--- src/rtl/router_pkg.sv ---
// Shared types and constants for the 1x3 router control path.
package router_pkg;

    localparam int          NPORTS       = 3;
    localparam int          TIMEOUT_DEF  = 30;
    localparam logic [1:0]  ADDR_INVALID = 2'b11;

    typedef enum logic [2:0] {
        DECODE_ADDRESS     = 3'd0,
        LOAD_FIRST_DATA    = 3'd1,
        LOAD_DATA          = 3'd2,
        FIFO_FULL_STATE    = 3'd3,
        LOAD_AFTER_FULL    = 3'd4,
        LOAD_PARITY        = 3'd5,
        CHECK_PARITY_ERROR = 3'd6,
        WAIT_TILL_EMPTY    = 3'd7
    } state_t;

endpackage

--- src/rtl/router_timeout_ctr.sv ---
// One output port's read-timeout counter; emits a single-cycle soft_reset
// once data has sat unread for TIMEOUT consecutive cycles.
module router_timeout_ctr #(
    parameter int TIMEOUT = 30
) (
    input  logic i_clk,
    input  logic i_reset,
    input  logic i_vld,
    input  logic i_rd,
    output logic o_soft_reset
);

    localparam int              CW   = $clog2(TIMEOUT + 1);
    localparam logic [CW-1:0]   LAST = CW'(TIMEOUT - 1);

    logic [CW-1:0] r_cnt;

    always_ff @(posedge i_clk) begin
        if (i_reset) begin
            r_cnt        <= '0;
            o_soft_reset <= 1'b0;
        end else if (!i_vld || i_rd) begin
            r_cnt        <= '0;
            o_soft_reset <= 1'b0;
        end else if (r_cnt == LAST) begin
            r_cnt        <= '0;
            o_soft_reset <= 1'b1;
        end else begin
            r_cnt        <= r_cnt + 1'b1;
            o_soft_reset <= 1'b0;
        end
    end

endmodule

--- src/rtl/router_ctrl_fsm.sv ---
// Router control sequencer: packet phase FSM, destination latch, FIFO
// write/full steering and per-port read timeouts.
module router_ctrl_fsm
    import router_pkg::*;
#(
    parameter int TIMEOUT = TIMEOUT_DEF
) (
    input  logic              clk,
    input  logic              reset,
    input  logic              pkt_valid,
    input  logic [1:0]        data_in,
    input  logic [NPORTS-1:0] fifo_full_in,
    input  logic [NPORTS-1:0] fifo_empty,
    input  logic [NPORTS-1:0] read_enb,
    input  logic              parity_done,
    input  logic              low_pkt_valid,
    output logic              detect_add,
    output logic              lfd_state,
    output logic              ld_state,
    output logic              laf_state,
    output logic              full_state,
    output logic              rst_int_reg,
    output logic              write_enb_reg,
    output logic              busy,
    output logic              fifo_full,
    output logic [NPORTS-1:0] write_enb,
    output logic [NPORTS-1:0] vld_out,
    output logic [NPORTS-1:0] soft_reset
);

    state_t     r_state;
    state_t     w_next;
    logic [1:0] r_addr;
    logic       w_addr_ok;

    assign w_addr_ok = (data_in != ADDR_INVALID);
    assign fifo_full = fifo_full_in[r_addr];
    assign write_enb = write_enb_reg ? (3'b001 << r_addr) : 3'b000;
    assign vld_out   = ~fifo_empty;

    always_comb begin
        w_next = r_state;
        case (r_state)
            DECODE_ADDRESS:
                if (pkt_valid && w_addr_ok)
                    w_next = fifo_empty[data_in] ? LOAD_FIRST_DATA : WAIT_TILL_EMPTY;
            LOAD_FIRST_DATA:
                w_next = LOAD_DATA;
            LOAD_DATA:
                if (fifo_full)       w_next = FIFO_FULL_STATE;
                else if (!pkt_valid) w_next = LOAD_PARITY;
            FIFO_FULL_STATE:
                if (!fifo_full)      w_next = LOAD_AFTER_FULL;
            LOAD_AFTER_FULL:
                if (parity_done)        w_next = DECODE_ADDRESS;
                else if (low_pkt_valid) w_next = LOAD_PARITY;
                else                    w_next = LOAD_DATA;
            LOAD_PARITY:
                w_next = CHECK_PARITY_ERROR;
            CHECK_PARITY_ERROR:
                w_next = fifo_full ? FIFO_FULL_STATE : DECODE_ADDRESS;
            WAIT_TILL_EMPTY:
                if (fifo_empty[r_addr]) w_next = LOAD_FIRST_DATA;
            default:
                w_next = DECODE_ADDRESS;
        endcase
        // A flushed destination abandons whatever packet was in flight.
        if (r_state != DECODE_ADDRESS && soft_reset[r_addr])
            w_next = DECODE_ADDRESS;
    end

    // State decodes are registered from the next state so they align with r_state.
    always_ff @(posedge clk) begin
        if (reset) begin
            r_state       <= DECODE_ADDRESS;
            r_addr        <= 2'b00;
            detect_add    <= 1'b1;
            lfd_state     <= 1'b0;
            ld_state      <= 1'b0;
            laf_state     <= 1'b0;
            full_state    <= 1'b0;
            rst_int_reg   <= 1'b0;
            write_enb_reg <= 1'b0;
            busy          <= 1'b0;
        end else begin
            r_state       <= w_next;
            if (detect_add && pkt_valid && w_addr_ok)
                r_addr <= data_in;
            detect_add    <= (w_next == DECODE_ADDRESS);
            lfd_state     <= (w_next == LOAD_FIRST_DATA);
            ld_state      <= (w_next == LOAD_DATA);
            laf_state     <= (w_next == LOAD_AFTER_FULL);
            full_state    <= (w_next == FIFO_FULL_STATE);
            rst_int_reg   <= (w_next == CHECK_PARITY_ERROR);
            write_enb_reg <= (w_next inside {LOAD_DATA, LOAD_PARITY, LOAD_AFTER_FULL});
            busy          <= (w_next inside {LOAD_FIRST_DATA, FIFO_FULL_STATE, LOAD_AFTER_FULL,
                                             LOAD_PARITY, CHECK_PARITY_ERROR, WAIT_TILL_EMPTY});
        end
    end

    for (genvar g = 0; g < NPORTS; g++) begin : g_to
        router_timeout_ctr #(.TIMEOUT(TIMEOUT)) u_to (
            .i_clk        (clk),
            .i_reset      (reset),
            .i_vld        (vld_out[g]),
            .i_rd         (read_enb[g]),
            .o_soft_reset (soft_reset[g])
        );
    end

endmodule

--- config.mk ---
export PLATFORM = sky130hd
export DESIGN_NAME = router_ctrl_fsm
export DESIGN_NICKNAME = d
export VERILOG_FILES = /design/src/rtl/router_pkg.sv /design/src/rtl/router_timeout_ctr.sv /design/src/rtl/router_ctrl_fsm.sv
export SDC_FILE = /design/constraint.sdc
export NUM_CORES = 1
export LEC_CHECK = 0
export CAP_MARGIN = 10
export CORE_MARGIN = 4
export CORE_UTILIZATION = 54
export CTS_BUF_LIST = sky130_fd_sc_hd__clkbuf_4 sky130_fd_sc_hd__clkbuf_8
export DETAILED_ROUTE_END_ITERATION = 8
export GPL_TIMING_DRIVEN = 0
export PLACE_DENSITY = 0.87
export SKIP_CTS_REPAIR_TIMING = 1
export SLEW_MARGIN = 20
export SYNTH_ARGS = -nofsm -noshare
export SYNTH_HDL_FRONTEND = slang
export SYNTH_HIERARCHICAL = 1
export SYNTH_SLANG_ARGS = --single-unit
--- constraint.sdc ---
create_clock -name clk -period 4.8 [get_ports clk]
set_clock_uncertainty 0.05 [all_clocks]
set_input_delay 0.96 -clock clk [delete_from_list [all_inputs] [get_ports clk]]
set_output_delay 0.96 -clock clk [all_outputs]
set_load 0.02 [all_outputs]
==> impl_metrics.tcl <==
set metrics [dict create \
    leakagePower_uw 0.000692 \
    clk_pin_slew_ns 0.09 \
    antenna_cells 0 \
    hpwl_um 2350 \
    ys_types 36 \
    fp.dieArea_mm2 0.00337 \
    vias 1184 \
    clockBufferDepth 2 \
    tns_ns 0 \
    top_regs "g_to.u_to/r_cnt (15), g_to.u_to/o_soft_reset (3), r_state (3)" \
    syn-num-nets 176 \
    clock.fmax_ghz 0.297 \
    status "finished, final reports clean" \
    rr_startpoint "r_addr[1]" \
    synthCells 154 \
    wirelength_um 3060 \
    ir_drop_uv 377 \
    num-fill-cells 175 \
    powerDensity_mw_per_mm2 463 \
    nets 216 \
    htreeDepth 2 \
    drv_slew 0 \
    slew_headroom_pct 62.0 \
    hold_viol 0 \
    clkLatencyLatePin_ns 0.33 \
    core_mm2 0.00230 \
    r2r_cells 6 \
    dr.pass1.iters 4 \
    die_h_um 58.0 \
    required_ns 3.79 \
    cts_tree "done" \
    drive_gt1_share_pct 8.21 \
    largest_reg_flops 15 \
    setup_viol 0 \
    regArea_um2 621 \
    worst_path_most_repeated_cell "clkdlybuf4s50_1" \
    grt_max_degree 11 \
    worstHoldPathType "reg2reg" \
    antenna_found_initial 0 \
    synth.yosys.warnings 6 \
    crit_arrival_ns 2.36 \
    final_cell_count_no_fill 223 \
    rr_endpoint "rst_int_reg" \
    grt_overflow 0 \
    die_width_um 58.0 \
    crit_start "fifo_full_in[0]" \
    gr-usage-all-layers_pct 19.3 \
    dp_cells 215 \
    cts.sinks 31 \
    worstPathCellList "clkdlybuf4s50_1, mux2i_1, o21ai_1, clkdlybuf4s50_1" \
    synth_edf_count 0 \
    drtIter0Drc 44 \
    slowest_delay_ns 0.65 \
    period_minus_slack_ns 3.37 \
    worstPathMaxFanout 3 \
    ys.flop_type "dfxtp_1" \
    initial_core_util_pct 58.9 \
    post-route-period-util_pct 70.2 \
    endpoint_kind "primary output" \
    cp_slowest_cell "clkdlybuf4s50_1" \
    start_kind "input port" \
    ys_seq_elements 31 \
    synthArstFlopShare_pct 0 \
    final_util_pct 77.3 \
    io_pins 34 \
    syn_area_mm2 0.00135 \
    grt_pass1_wl_um 4820 \
    cap_violations 0 \
    syn2layout_area_growth_pct 31.3 \
    ys_seq_area_share_pct 45.9 \
    ant_nets 0 \
    wire_per_inst_um 13.7 \
    r2r_slack_ns 2.94 \
    numPortBuffers 33 \
    rsz0062_at_grt "no" \
    multi_input_area_um2 677 \
    synthesis.area_per_instance_um2 8.78 \
    cp-endpoint "fifo_full" \
    worstSetupPathType "in2out" \
    cts_made_buffers 5 \
    cts-root-buf "clkbuf_4" \
    gp_congestion 0.803 \
    grt_pass1_vias 1166 \
    vias_per_cell 5.31 \
    tightest_slew_ns 0.562 \
    power_uw 822 \
    row_count 17 \
    drc 0 \
    top_register "g_to.u_to/r_cnt" \
]
## critical path, delay by kind of cell
kind                   cells  cell delay, ns
AOI/OAI and AO/OA          1            0.22
buffers and inverters      2            1.11
muxes                      1            0.06
## synth_stat cells (all sizes together), types with 2 or more instances
master	instances	area share, %
a21oi	3	1.1
o21ai	7	2.9
nand3b	4	2.2
mux2i	5	3.7
dfxtp	31	46
xor2	6	3.9
buf	2	0.74
nand4	3	1.4
nor3	3	1.1
inv	10	2.8
and3	2	0.92
xnor2	3	1.9
and2	2	1.1
nor2	32	8.9
nand3	12	5.6
ha	6	5.6
o311ai	2	1.3
nor3b	2	1.1
nand2	7	1.9
## routing by layer
layer  up-vias  track usage, %  share of wire [%]
met4         0            9.27                2.2
met3         8            8.91                7.1
met1       545            17.5                 39
met5         -               0                  0
li1        598               -                  -
met2        33            35.8                 51
## area by class of cell
cell class / count / share of cell area (%)
multi-input combinational: 109 / 38.1
buffer: 3 / 0.775
timing repair buffer: 33 / 18.6
sequential: 31 / 35.0
clock buffer: 7 / 2.96
inverter: 11 / 2.33
tap: 28 / 1.97
clock inverter: 1 / 0.282
## logic make-up (layout without fill, tap and decap cells)
kind of cell	after synthesis	after routing	synth area share [%]
and+or+nand+nor	70	70	25.8
DFF	31	31	45.9
AOI/OAI and AO/OA	19	19	9.16
buffers and inverters	14	55	4.07
xor gates and xnor gates	9	9	5.83
adders and majority gates	6	6	5.55
muxes	5	5	3.70
## power breakdown
group	internal, uW	switching (uW)	total (uW)
clock network	68.3	86.6	155
registers	299	30.8	330
logic	152	185	337
total	519	303	822
## metrics by stage
| step | instance area (um2) | hold WS (ns) | setup slack [ns] |
|---|---|---|---|
| final | 1780 | 0.427 | 1.43 |
| after global routing | 1780 | 0.465 | 1.33 |
| after CTS | 1780 | 0.431 | 1.41 |
| after detailed placement | 1720 | 0.409 | 1.42 |
| after global placement | 1720 | 0.398 | 1.43 |
| after floorplan | 1350 | 0.384 | 2.39 |
## worst min-delay path by stage
stage                          start                     to  slack (ns)  depth (start not counted)
3_3_place_gp   g_to[1].u_to/r_cnt[0]  g_to[1].u_to/r_cnt[0]        0.40                          1
5_1_grt        g_to[2].u_to/r_cnt[0]  g_to[2].u_to/r_cnt[0]        0.47                          1
4_1_cts        g_to[1].u_to/r_cnt[0]  g_to[1].u_to/r_cnt[0]        0.43                          1
6_report       g_to[1].u_to/r_cnt[0]  g_to[1].u_to/r_cnt[0]        0.43                          1
2_1_floorplan  g_to[0].u_to/r_cnt[0]  g_to[0].u_to/r_cnt[0]        0.38                          1
3_5_place_dp   g_to[1].u_to/r_cnt[0]  g_to[1].u_to/r_cnt[0]        0.41                          1
## cells in the final DEF (no fill, tap or decap), types with 2 or more instances in the layout
cell type,count
clkdlybuf4s50_1,33
nor2_1,32
dfxtp_1,31
inv_1,10
nand3_1,9
nand2_1,7
clkbuf_4,7
xor2_1,6
ha_1,6
mux2i_1,5
nand3b_1,4
o21ai_1,3
o21ai_0,3
a21oi_1,3
nor3_1,3
nand4_1,3
nand3_2,3
xnor2_1,3
buf_2,2
and3_1,2
nor3b_1,2
No activity file was read; power rests on OpenSTA's default activity.
